### src/rtl/div_pkg.sv
// Shared types and helpers for the sequential restoring divider.
package div_pkg;

    typedef enum logic [1:0] {
        IDLE = 2'd0,
        CALC = 2'd1,
        SIGN = 2'd2,
        DONE = 2'd3
    } state_e;

    localparam int DIV_WIDTH = 8;

    function automatic int cnt_width(input int w);
        return $clog2(w + 1);
    endfunction

endpackage

### src/rtl/div_step.sv
// One restoring-division step: shift in the next dividend bit, trial-subtract |divisor|.
module div_step #(
    parameter int WIDTH = 8
) (
    input  logic [WIDTH:0] rem_i,
    input  logic           dvd_msb_i,
    input  logic [WIDTH:0] dvs_i,
    output logic [WIDTH:0] rem_o,
    output logic           q_bit_o
);

    logic [WIDTH+1:0] shifted;
    logic [WIDTH+1:0] trial;

    // rem_i < |divisor| <= 2^WIDTH, so shifted fits WIDTH+1 bits and the top bit is the borrow.
    assign shifted = {rem_i, dvd_msb_i};
    assign trial   = shifted - {1'b0, dvs_i};
    assign q_bit_o = ~trial[WIDTH+1];
    assign rem_o   = q_bit_o ? trial[WIDTH:0] : shifted[WIDTH:0];

endmodule

### src/rtl/seq_divider.sv
// Multi-cycle restoring divider, unsigned or two's-complement, start/busy/done handshake.
// SEQ_DIVIDER_FAST_ZERO_EN: a zero divisor skips the CALC phase.
module seq_divider
    import div_pkg::*;
#(
    parameter int WIDTH = DIV_WIDTH
) (
    input  logic             clk,
    input  logic             rst,
    input  logic             start,
    input  logic             signed_mode,
    input  logic [WIDTH-1:0] dividend,
    input  logic [WIDTH-1:0] divisor,
    output logic             busy,
    output logic             done,
    output logic [WIDTH-1:0] quotient,
    output logic [WIDTH-1:0] remainder,
    output logic             div_by_zero
);

    localparam int CW = cnt_width(WIDTH);

    state_e           state_q, state_d;
    logic [CW-1:0]    cnt_q, cnt_d;
    logic [WIDTH-1:0] dvd_q, dvd_d;
    logic [WIDTH-1:0] raw_q, raw_d;
    logic [WIDTH:0]   dvs_q, dvs_d;
    logic [WIDTH:0]   rem_q, rem_d;
    logic             q_neg_q, q_neg_d, r_neg_q, r_neg_d, dz_q, dz_d;
    logic [WIDTH-1:0] quo_q, quo_d, rmd_q, rmd_d;
    logic             dzo_q, dzo_d;

    logic [WIDTH:0]   dvs_ext, dvs_abs;
    logic [WIDTH:0]   step_rem;
    logic             step_q;

    assign dvs_ext = {signed_mode & divisor[WIDTH-1], divisor};
    assign dvs_abs = (signed_mode && divisor[WIDTH-1]) ? -dvs_ext : dvs_ext;

    div_step #(.WIDTH(WIDTH)) u_step (
        .rem_i     (rem_q),
        .dvd_msb_i (dvd_q[WIDTH-1]),
        .dvs_i     (dvs_q),
        .rem_o     (step_rem),
        .q_bit_o   (step_q)
    );

    always_comb begin
        state_d = state_q;
        cnt_d   = cnt_q;
        dvd_d   = dvd_q;
        raw_d   = raw_q;
        dvs_d   = dvs_q;
        rem_d   = rem_q;
        q_neg_d = q_neg_q;
        r_neg_d = r_neg_q;
        dz_d    = dz_q;
        quo_d   = quo_q;
        rmd_d   = rmd_q;
        dzo_d   = dzo_q;
        case (state_q)
            IDLE: if (start) begin
                // Negating in WIDTH bits and reading unsigned yields 2^(WIDTH-1) for the most-negative value.
                dvd_d   = (signed_mode && dividend[WIDTH-1]) ? -dividend : dividend;
                raw_d   = dividend;
                dvs_d   = dvs_abs;
                q_neg_d = signed_mode & (dividend[WIDTH-1] ^ divisor[WIDTH-1]);
                r_neg_d = signed_mode & dividend[WIDTH-1];
                dz_d    = (divisor == '0);
                rem_d   = '0;
                cnt_d   = CW'(WIDTH);
`ifdef SEQ_DIVIDER_FAST_ZERO_EN
                state_d = (divisor == '0) ? SIGN : CALC;
`else
                state_d = CALC;
`endif
            end
            CALC: begin
                rem_d = step_rem;
                dvd_d = {dvd_q[WIDTH-2:0], step_q};
                cnt_d = cnt_q - CW'(1);
                if (cnt_q == CW'(1)) state_d = SIGN;
            end
            SIGN: begin
                if (dz_q) begin
                    quo_d = '1;
                    rmd_d = raw_q;
                    dzo_d = 1'b1;
                end else begin
                    quo_d = q_neg_q ? -dvd_q : dvd_q;
                    rmd_d = r_neg_q ? -rem_q[WIDTH-1:0] : rem_q[WIDTH-1:0];
                    dzo_d = 1'b0;
                end
                state_d = DONE;
            end
            DONE:    state_d = IDLE;
            default: state_d = IDLE;
        endcase
    end

    always_ff @(posedge clk or posedge rst) begin
        if (rst) begin
            state_q <= IDLE;
            cnt_q   <= '0;
            dvd_q   <= '0;
            raw_q   <= '0;
            dvs_q   <= '0;
            rem_q   <= '0;
            q_neg_q <= 1'b0;
            r_neg_q <= 1'b0;
            dz_q    <= 1'b0;
            quo_q   <= '0;
            rmd_q   <= '0;
            dzo_q   <= 1'b0;
        end else begin
            state_q <= state_d;
            cnt_q   <= cnt_d;
            dvd_q   <= dvd_d;
            raw_q   <= raw_d;
            dvs_q   <= dvs_d;
            rem_q   <= rem_d;
            q_neg_q <= q_neg_d;
            r_neg_q <= r_neg_d;
            dz_q    <= dz_d;
            quo_q   <= quo_d;
            rmd_q   <= rmd_d;
            dzo_q   <= dzo_d;
        end
    end

    assign busy        = (state_q != IDLE);
    assign done        = (state_q == DONE);
    assign quotient    = quo_q;
    assign remainder   = rmd_q;
    assign div_by_zero = dzo_q;

endmodule

### config.mk
export PLATFORM = sky130hd
export DESIGN_NAME = seq_divider
export DESIGN_NICKNAME = d
export VERILOG_FILES = /design/src/rtl/div_pkg.sv /design/src/rtl/div_step.sv /design/src/rtl/seq_divider.sv
export SDC_FILE = /design/constraint.sdc
export NUM_CORES = 1
export LEC_CHECK = 0
export CORE_MARGIN = 10
export CORE_UTILIZATION = 35
export DETAILED_ROUTE_END_ITERATION = 8
export MAX_ROUTING_LAYER = met4
export PLACE_DENSITY = 0.66
export SYNTH_ARGS = -nofsm -noshare
export SYNTH_HDL_FRONTEND = slang
export SYNTH_SLANG_ARGS = --single-unit
### constraint.sdc
create_clock -name clk -period 2.7 [get_ports clk]
set_input_delay 0.405 -clock clk [delete_from_list [all_inputs] [get_ports clk]]
set_output_delay 0.405 -clock clk [all_outputs]
set_load 0.01 [all_outputs]
Word level (Yosys, flattened, before mapping)
Cells that the tools add are included.
{"block": "classes", "eq_ne": 6, "muxes": 17, "n_reduce_logical": 9, "bitwise_logic": 5, "add_sub_neg": 6}
{"op": "8-bit two-way mux", "n": 6}
{"op": "9-bit two-way mux", "n": 3}
{"op": "8-bit negator", "n": 3}
{"op": "9-bit case mux with 2 select lines", "n": 1}
{"op": "8-bit case mux with 2 select lines", "n": 1}
{"op": "10-bit by 9-bit subtractor with 10-bit output", "n": 1}
{"op": "9-bit negator", "n": 1}
{"op": "8-bit zero test", "n": 1}
{"op": "2-bit case mux with 4 select lines", "n": 1}
{"op": "4-bit case mux with 2 select lines", "n": 1}
{"op": "2-bit AND reduction", "n": 3}
{"op": "2-bit == test, second input constant", "n": 2}
{"op": "4-bit by 1-bit == test with 1-bit output, second input constant", "n": 1}
{"op": "2-bit two-way mux", "n": 2}
{"op": "4-bit two-way mux", "n": 1}
{"op": "2-bit inequality test, second input constant", "n": 2}
{"op": "2-bit nonzero test", "n": 2}
{"op": "4-bit by 1-bit subtractor with 4-bit output, second input constant", "n": 1}
{"op": "1-bit AND", "n": 3}
{"op": "2-bit by 1-bit == test with 1-bit output, second input constant", "n": 1}
{"op": "1-bit logical AND", "n": 2}
{"op": "2-bit zero test", "n": 1}
{"op": "1-bit two-way mux", "n": 1}
{"op": "1-bit NOT", "n": 1}
{"op": "1-bit XOR", "n": 1}
{"block": "totals", "reg_bits": 60, "output_inout_bits": 19, "wordCells": 55, "inputBits": 20}

Longest topological paths before layout
Gate-level depths: netlist of the first run.
{"block": "depth", "ltp_word": 4, "ltp_mapped": 10, "mapped_depth_nobuf": 10}

Cells and area by module
From an unflattened synthesis of the first run, not the netlist that was laid out.
{"block": "unflattened", "hier_cells": 377, "hier_area_um2": 3659.8}
{"module": "seq_divider", "area_per_inst_um2": 3091.7, "seq_area_each_um2": 1501.4, "cells_per_inst": 308, "n_inst": 1}
{"module": "div_step", "area_per_inst_um2": 568.0, "seq_area_each_um2": 0.0, "cells_per_inst": 69, "n_inst": 1}

Worst setup path after synthesis of the first run
OpenSTA, ideal clock, no wires.
{"block": "synth_path", "kind": "flip-flop to flip-flop", "from": "reg rem_q[0]", "to": "reg rem_q[1]", "period_less_slack_ns": 2.436, "setup_ns": 0.126, "t_arrival_ns": 2.310, "stages_incl_launch_ff": 9, "required_ns": 2.574, "path_buffers": 1, "setup_slack_ns": 0.264, "path_cell_list": "dfrtp_1 ha_1 nor2b_1 o31a_1 o2111a_1 or3_1 and2_1 buf_6 a311o_1"}
{"block": "synth_via", "elab_chain_cells": 3}
{"element": "start, declared", "line_no": "seq_divider.sv:28", "text": "logic [WIDTH:0] rem_q, rem_d;"}
{"element": "start signal, assigned", "line_no": "seq_divider.sv:121", "text": "rem_q <= rem_d;"}
{"element": "10-bit by 9-bit subtractor with 10-bit output", "line_no": "div_step.sv:17", "text": "assign trial = shifted - {1'b0, dvs_i};"}
{"element": "9-bit two-way mux *", "line_no": "div_step.sv:19", "text": "assign rem_o = q_bit_o ? trial[WIDTH:0] : shifted[WIDTH:0];"}
{"element": "9-bit case mux with 2 select lines *", "line_no": "seq_divider.sv:61", "text": "case (state_q)"}
Mark *: on every way between the ends. The rest lies on a longest branch, timed or not.
A chain may end at the register's enable or synchronous reset.

Worst setup path after layout of the first run
Ends and elaborated chain as after synthesis.

==> summary.md, run 1 <==
| Metric | Value |
|---|---|
| Net Switching | 2221 uW |
| Total track usage | 12.41% |
| Post-DRT Antenna Nets | 0 |
| Largest net degree at the start of global routing | 36 |
| Placer Congestion | 0.8519 |
| First-pass GRT wire length | 14530 um |
| Worst-Margin Slew | 0.9703 ns |
| Layout area overhead | 19.57% |
| Worst hold path class | in2async |
| Critical path endpoint category | flip-flop |
| Site row count | 37 |
| Synth top area cells | dfrtp_1 (41%), ha_1 (6.5%), nand2_1 (6.1%) |
| Reg2Reg Setup Slack | 0.14 ns |
| Hold slack final | 0.4430 ns |
| Total of max-cap violations | 0 |
| Synth top cells by count | dfrtp_1 (60), nand2_1 (59), o21ai_0 (42) |
| Seq pwr share | 31.5% |
| Cell count after placement | 579 |
| Synth top area share | 41.35% |
| Detailed Route WL | 8479 um |
| # fillers | 1013 |
| Clock buffer count from CTS | 9 |
| CTS tree | built |
| Largest fanout on the critical path | 7 |
| Initial DRC Count | 181 |
| Die area | 14850 um2 |
| Post-DP HPWL | 6379 um |
| Tmin final | 2.560 ns |
| Starting Density | 35.49% |
| Synth Cell Area | 3631 um2 |
| Maximum clock rate | 390.6 MHz |
| GRT Residual Overflow | 0 |
| CP required | 2.92 ns |
| Final Max Slew Viols | 0 |
| Post-Syn Area per Cell | 8.728 um2 |
| Drt drc | 0 |
| Boundary pin count | 39 |
| RSZ-0062 raised after global routing | no |
| Post-CTS setup buffer count | 0 |
| Nets | 494 |
| Seq cells post-synth | 60 |
| Final Hold Fails | 0 |
| Initial antenna violation count | 0 |
| Setup Skew | 0.008033 ns |
| PD cells | 1197 nW/um2 |
| Clock Root Buffer | clkbuf_8 |
| Synth area leader | dfrtp_1 |
| Synthesized Nets | 456 |
| Worst-path clk slew | 0.07 ns |
| Chip Height | 121.9 um |
| Drt pass-1 iters | 4 |
| Top-count cell post-synth | dfrtp_1 |
| Cell variety after synth | 46 |
| CTS sink cnt | 60 |
| Critical path class | reg2reg |
| Post-Syn Instances | 416 |
| H-Tree Depth | 3 |
| Slew headroom | 35.32% |
| Number of global-route vias before repair | 2917 |
| Sequential fraction of the synthesis area | 41.35% |
| Crit share post-route | 94.82% |
| Pre-CTS setup slack | 0.1569 ns |
| Final cell count without fillers | 595 |
| Status | completed |
| DR vias | 3020 |
| Sw Ratio | 42.74% |
| Number of port buffers | 38 |
| Clock network power share | 13.7% |
| Leak pwr | 0.001879 uW |
| CTS Hold Bufs | 0 |
| Share of flip-flops with an asynchronous set or reset | 100.0% |
| CORE AREA | 10230 um2 |
| VDD IR max | 369.3 uV |
| Arr. time, crit path | 2.78 ns |
| Routed len/inst | 14.25 um |
| CP Launch Type | flip-flop |
| Prevailing post-synth register cell | dfrtp_1 |
| Combinational power share | 54.7% |
| Vias per cell | 5.076 |
| CTS max path bufs | 2 |
| Setup violators final | 0 |
| Setup TNS | 0 ns |
| Layout cell share with drive strength beyond 1 | 9.368% |
| PnR worst setup slack | 0.1398 ns |
| Post-synth EDFFs | 0 |
| Die X | 121.9 um |
| Ys Warns | 0 |
| Skew-Pair Late Insertion Delay | 0.34 ns |
| Cell-internal power | 2975 uW |
| CTS-repair resized insts | 0 |
| Ant diodes | 0 |
-- power by group through the flow --
stage | logic [uW] | registers, uW | clock network, uW
finish | 2840 | 1640 | 713
global route | 3230 | 1700 | 778
CTS | 2860 | 1640 | 731
detailed placement | 2840 | 1660 | 0
global placement | 2790 | 1640 | 0
floorplan | 2060 | 1600 | 0
-- routing by layer --
metal | track usage, % | up-vias | routed length, um
li1 | - | 1526 | -
met1 | 16.51 | 1415 | 4169
met2 | 18.10 | 71 | 3727
met3 | 3.284 | 8 | 495
met4 | 3.577 | 0 | 87
met5 | - | - | 0
-- through the flow --
stage	power (uW)	cell area [um2]	utilization, %
3_3_place_gp	4435	4173	40.79
3_5_place_dp	4497	4173	40.79
2_1_floorplan	3660	3631	-
6_report	5195	4342	42.44
4_1_cts	5233	4342	42.44
5_1_grt	5711	4342	42.44
-- sequential cells by signal, summed over array words and instances, names as in the netlist --
signal,flops
cnt_q,4
div_by_zero,1
dvd_q,8
dvs_q,9
dz_q,1
q_neg_q,1
quotient,8
r_neg_q,1
raw_q,8
rem_q,9
remainder,8
state_q,2
-- cells by family (layout without fill, tap and decap cells) --
family / Yosys count / after routing / share of synthesized area (%)
buffers and inverters: 50 / 93 / 5.410
AOI/OAI and AO/OA: 108 / 108 / 18.09
muxes: 18 / 18 / 5.445
DFF: 60 / 60 / 41.35
and+or+nand+nor: 134 / 134 / 16.33
xor gates and xnor gates: 26 / 26 / 6.272
adders and majority gates: 20 / 20 / 7.099
-- final timing paths --
kind | from | endpoint | cells after the start
worst max-delay path | rem_q[0] | rem_q[1] | 7
worst min-delay path | rst | div_by_zero | 3
worst max register to register | rem_q[0] | rem_q[1] | 7
worst min register to register | dvs_q[4] | dvs_q[4] | 2
max in group asynchronous | rst | dvs_q[7] | 3
min in group clk | dvs_q[4] | dvs_q[4] | 2
-- layout make-up --
cell class / count / area (um2) / share of cell area, %
Tap cell: 136 / 170.2 / 3.919
Timing Repair Buffer: 49 / 462.9 / 10.66
Inverter: 28 / 105.1 / 2.421
Multi-Input combinational cell: 306 / 1933 / 44.52
Clock buffer: 11 / 141.4 / 3.256
Clock inverter: 5 / 27.53 / 0.6340
Sequential cell: 60 / 1501 / 34.58
-- critical path, stage by stage, from the launching register on --
cell and delay, ns:
dfrtp_1 0.44, ha_1 0.29, nor2b_1 0.14, o31a_1 0.31
o2111a_1 0.26, or3_1 0.36, and2_1 0.26, a311o_1 0.38
-- cell usage in the layout, fill, tap and decap left out, types with 2 or more instances in the layout --
cell type        count
clkdlybuf4s50_1     38
o41ai_1              2
a211oi_1             3
a31oi_1              2
o31ai_1              8
nand4_1              6
nand2b_1             2
nor2_1              32
or3_1                7
mux2_2              14
nor3_1               7
a21oi_1             27
inv_1               27
o21a_1               2
o21ai_0             42
dfrtp_1             60
clkbuf_8            10
xor2_1              11
and3_1               3
clkinv_2             4
a221oi_1             2
ha_1                19
a21o_1               2
and2_1               3
nand2_1             59
buf_4               11
nand3_1              9
mux2i_1              4
xnor2_1             15
o211ai_1             5
nor2b_1              4
Note: power is estimated with default switching activity, not from simulation.
==> run 2, diff against run 1 <==
Settings changed: CORE_UTILIZATION 35 to 57, PLACE_DENSITY 0.66 to 0.9.
==> run 2 against run 1 <==
Net effect: non-clock buffer count is the same; cell count shrank 10%; critical path depth grew 1; sequential cell count is the same; via count grew 3.3%; die area shrank 33%; worst hold slack gained 0.037 ns; design area shrank 0.72%; core utilization grew 26 points.
==> summary.md, run 2 (synthesis gave the netlist of run 1 again) <==
| Metric | Value |
|---|---|
| Status | completed (unchanged) |
| Post-route design area | 4310 um2 (was 4342 um2) |
| Placer Congestion | 0.8988 (was 0.8519) |
| Arr. time, crit path | 2.77 ns (was 2.78 ns) |
| H-Tree Depth | 3 (unchanged) |
| Metal-1 WL | 3815 um (was 4169 um) |
| Final Max Slew Viols | 0 (unchanged) |
| Largest net degree at the start of global routing | 61 (was 36) |
| Die area | 9963 um2 (was 14850 um2) |
| First-pass GRT wire length | 14300 um (was 14530 um) |
| CORE AREA | 6277 um2 (was 10230 um2) |
| PD cells | 1249 nW/um2 (was 1197 nW/um2) |
| Vias per cell | 5.830 (was 5.076) |
| Setup violators final | 0 (unchanged) |
| Commonest cells after routing, fill and taps aside | dfrtp_1 (60), nand2_1 (59), o21ai_0 (42), clkdlybuf4s50_1 (38), nor2_1 (32) (unchanged) |
| Routed wl met3 | 271 um (was 495 um) |
| GRT Residual Overflow | 0 (unchanged) |
| Top Metal Used | met4 (unchanged) |
| Largest fanout on the critical path | 7 (unchanged) |
| Final cell count without fillers | 535 (was 595) |
| VDD IR max | 871.1 uV (was 369.3 uV) |
| Worst hold path class | reg2reg (was in2async) |
| Setup Skew | 0.01031 ns (was 0.008033 ns) |
| Routed met2 length | 4043 um (was 3727 um) |
| Boundary pin count | 39 (unchanged) |
| Most common library cell in the layout ignoring fill and taps | dfrtp_1 (unchanged) |
| Number of port buffers | 38 (unchanged) |
| CTS max path bufs | 2 (unchanged) |
| CTS tree | built (unchanged) |
| Power, Total | 5383 uW (was 5195 uW) |
| Tmin final | 2.548 ns (was 2.560 ns) |
| Final Hold Fails | 0 (unchanged) |
| DR vias | 3119 (was 3020) |
| Placed inst area | 4099 um2 (was 4173 um2) |
| Routed len/inst | 15.48 um (was 14.25 um) |
| Crit share post-route | 94.36% (was 94.82%) |
| Layout area overhead | 18.71% (was 19.57%) |
| Critical path class | reg2reg (unchanged) |
| CP Launch Type | flip-flop (unchanged) |
| Total track usage | 17.84% (was 12.41%) |
| Largest regs | dvs_q (9), rem_q (9) (unchanged) |
| Nets | 494 (unchanged) |
| Number of global-route vias before repair | 3008 (was 2917) |
| Clock buffer count from CTS | 9 (unchanged) |
| Cell count after placement | 520 (was 579) |
| Post-DP HPWL | 6174 um (was 6379 um) |
| Reg2Reg Setup Slack | 0.15 ns (was 0.14 ns) |
| Post-DRT Antenna Nets | 0 (unchanged) |
| Die X | 99.82 um (was 121.9 um) |
| Maximum clock rate | 392.5 MHz (was 390.6 MHz) |
| Skew-Pair Late Insertion Delay | 0.34 ns (about the same) |
| Drt drc | 0 (unchanged) |
| CP required | 2.93 ns (was 2.92 ns) |
| Leak pwr | 0.001894 uW (was 0.001879 uW) |
| Setup TNS | 0 ns (unchanged) |
| Drt pass-1 iters | 5 (was 4) |
| Site row count | 29 (was 37) |
| RSZ-0062 raised after global routing | no (unchanged) |
| CTS sink cnt | 60 (unchanged) |
| Clock Root Buffer | clkbuf_8 (unchanged) |
| Detailed Route WL | 8281 um (was 8479 um) |
| Worst-Margin Slew | 0.8298 ns (was 0.9703 ns) |
| Critical path endpoint category | flip-flop (unchanged) |
| Layout cell share with drive strength beyond 1 | 9.607% (was 9.368%) |
| Initial DRC Count | 129 (was 181) |
| Total of max-cap violations | 0 (unchanged) |
| CTS Hold Bufs | 0 (unchanged) |
| Initial antenna violation count | 0 (unchanged) |
| Slew headroom | 44.68% (was 35.32%) |
| Worst-path clk slew | 0.07 ns (about the same) |
| Starting Density | 57.84% (was 35.49%) |
| Chip Height | 99.82 um (was 121.9 um) |
| Ant diodes | 0 (unchanged) |
## run 2: changes by cell type in the layout (fill, tap and decap cells not counted)
cell	before	now
and2_1	3	2
and2_2	0	1
bufinv_16	0	2
clkbuf_8	10	9
clkinv_2	4	2
or3_1	7	6
or3_4	0	1
## run 2: what timing repair did
| item | CTS | global route |
|---|---|---|
| endpoints found under the setup margin | 0 | 2 |
| resized for setup | 0 | 2 |
| setup buffers | 0 | 0 |
| hold endpoints to repair | 0 | 0 |
## run 2: path summary, 6_finish.rpt
check | startpoint | end | cells after the start
max | dvs_q[1] | rem_q[1] | 8
min | dvs_q[1] | dvs_q[1] | 2
max reg2reg | dvs_q[1] | rem_q[1] | 8
min reg2reg | dvs_q[1] | dvs_q[1] | 2
max in group asynchronous | rst | dvs_q[3] | 3
min in group asynchronous | rst | div_by_zero | 3
## run 2: critical path, stage by stage (launching register included)
cell and delay, ns:
dfrtp_1 0.37, inv_1 0.10, ha_1 0.24, nor2b_1 0.15
o31a_1 0.30, o2111a_1 0.26, or3_4 0.39, and2_2 0.25
a311o_1 0.36
## run 2: per-layer routing
| layer | GRT usage, % | vias to the layer above |
|---|---|---|
| li1 | - | 1516 |
| met1 | 22.94 | 1514 |
| met2 | 27.38 | 73 |
| met3 | 3.091 | 16 |
| met4 | 7.056 | 0 |
| met5 | - | - |
## run 2: power breakdown
group	total (uW)	switching [uW]	internal, uW
clock network	860	349	511
logic	2880	1530	1350
registers	1640	340	1300
total	5380	2220	3160
## run 2: final cells by class
type                            instances  area, um2
Sequential cell                        60       1501
Clock buffer                           10      127.6
Timing Repair Buffer                   49      462.9
Tap cell                               77      96.34
Fill cell                             477       1967
Clock inverter                          5      77.57
Inverter                               28      105.1
Multi-Input combinational cell        306       1939
## run 2: through the flow
| step | worst slack, ns | util [%] | hold slack [ns] |
|---|---|---|---|
| floorplan | 0.2642 | - | 0.4496 |
| global placement | 0.1986 | 65.30 | 0.4637 |
| detailed placement | 0.1376 | 65.30 | 0.4704 |
| CTS | 0.1145 | 68.57 | 0.4845 |
| global route | 0.04995 | 68.67 | 0.5200 |
| finish | 0.1522 | 68.67 | 0.4803 |
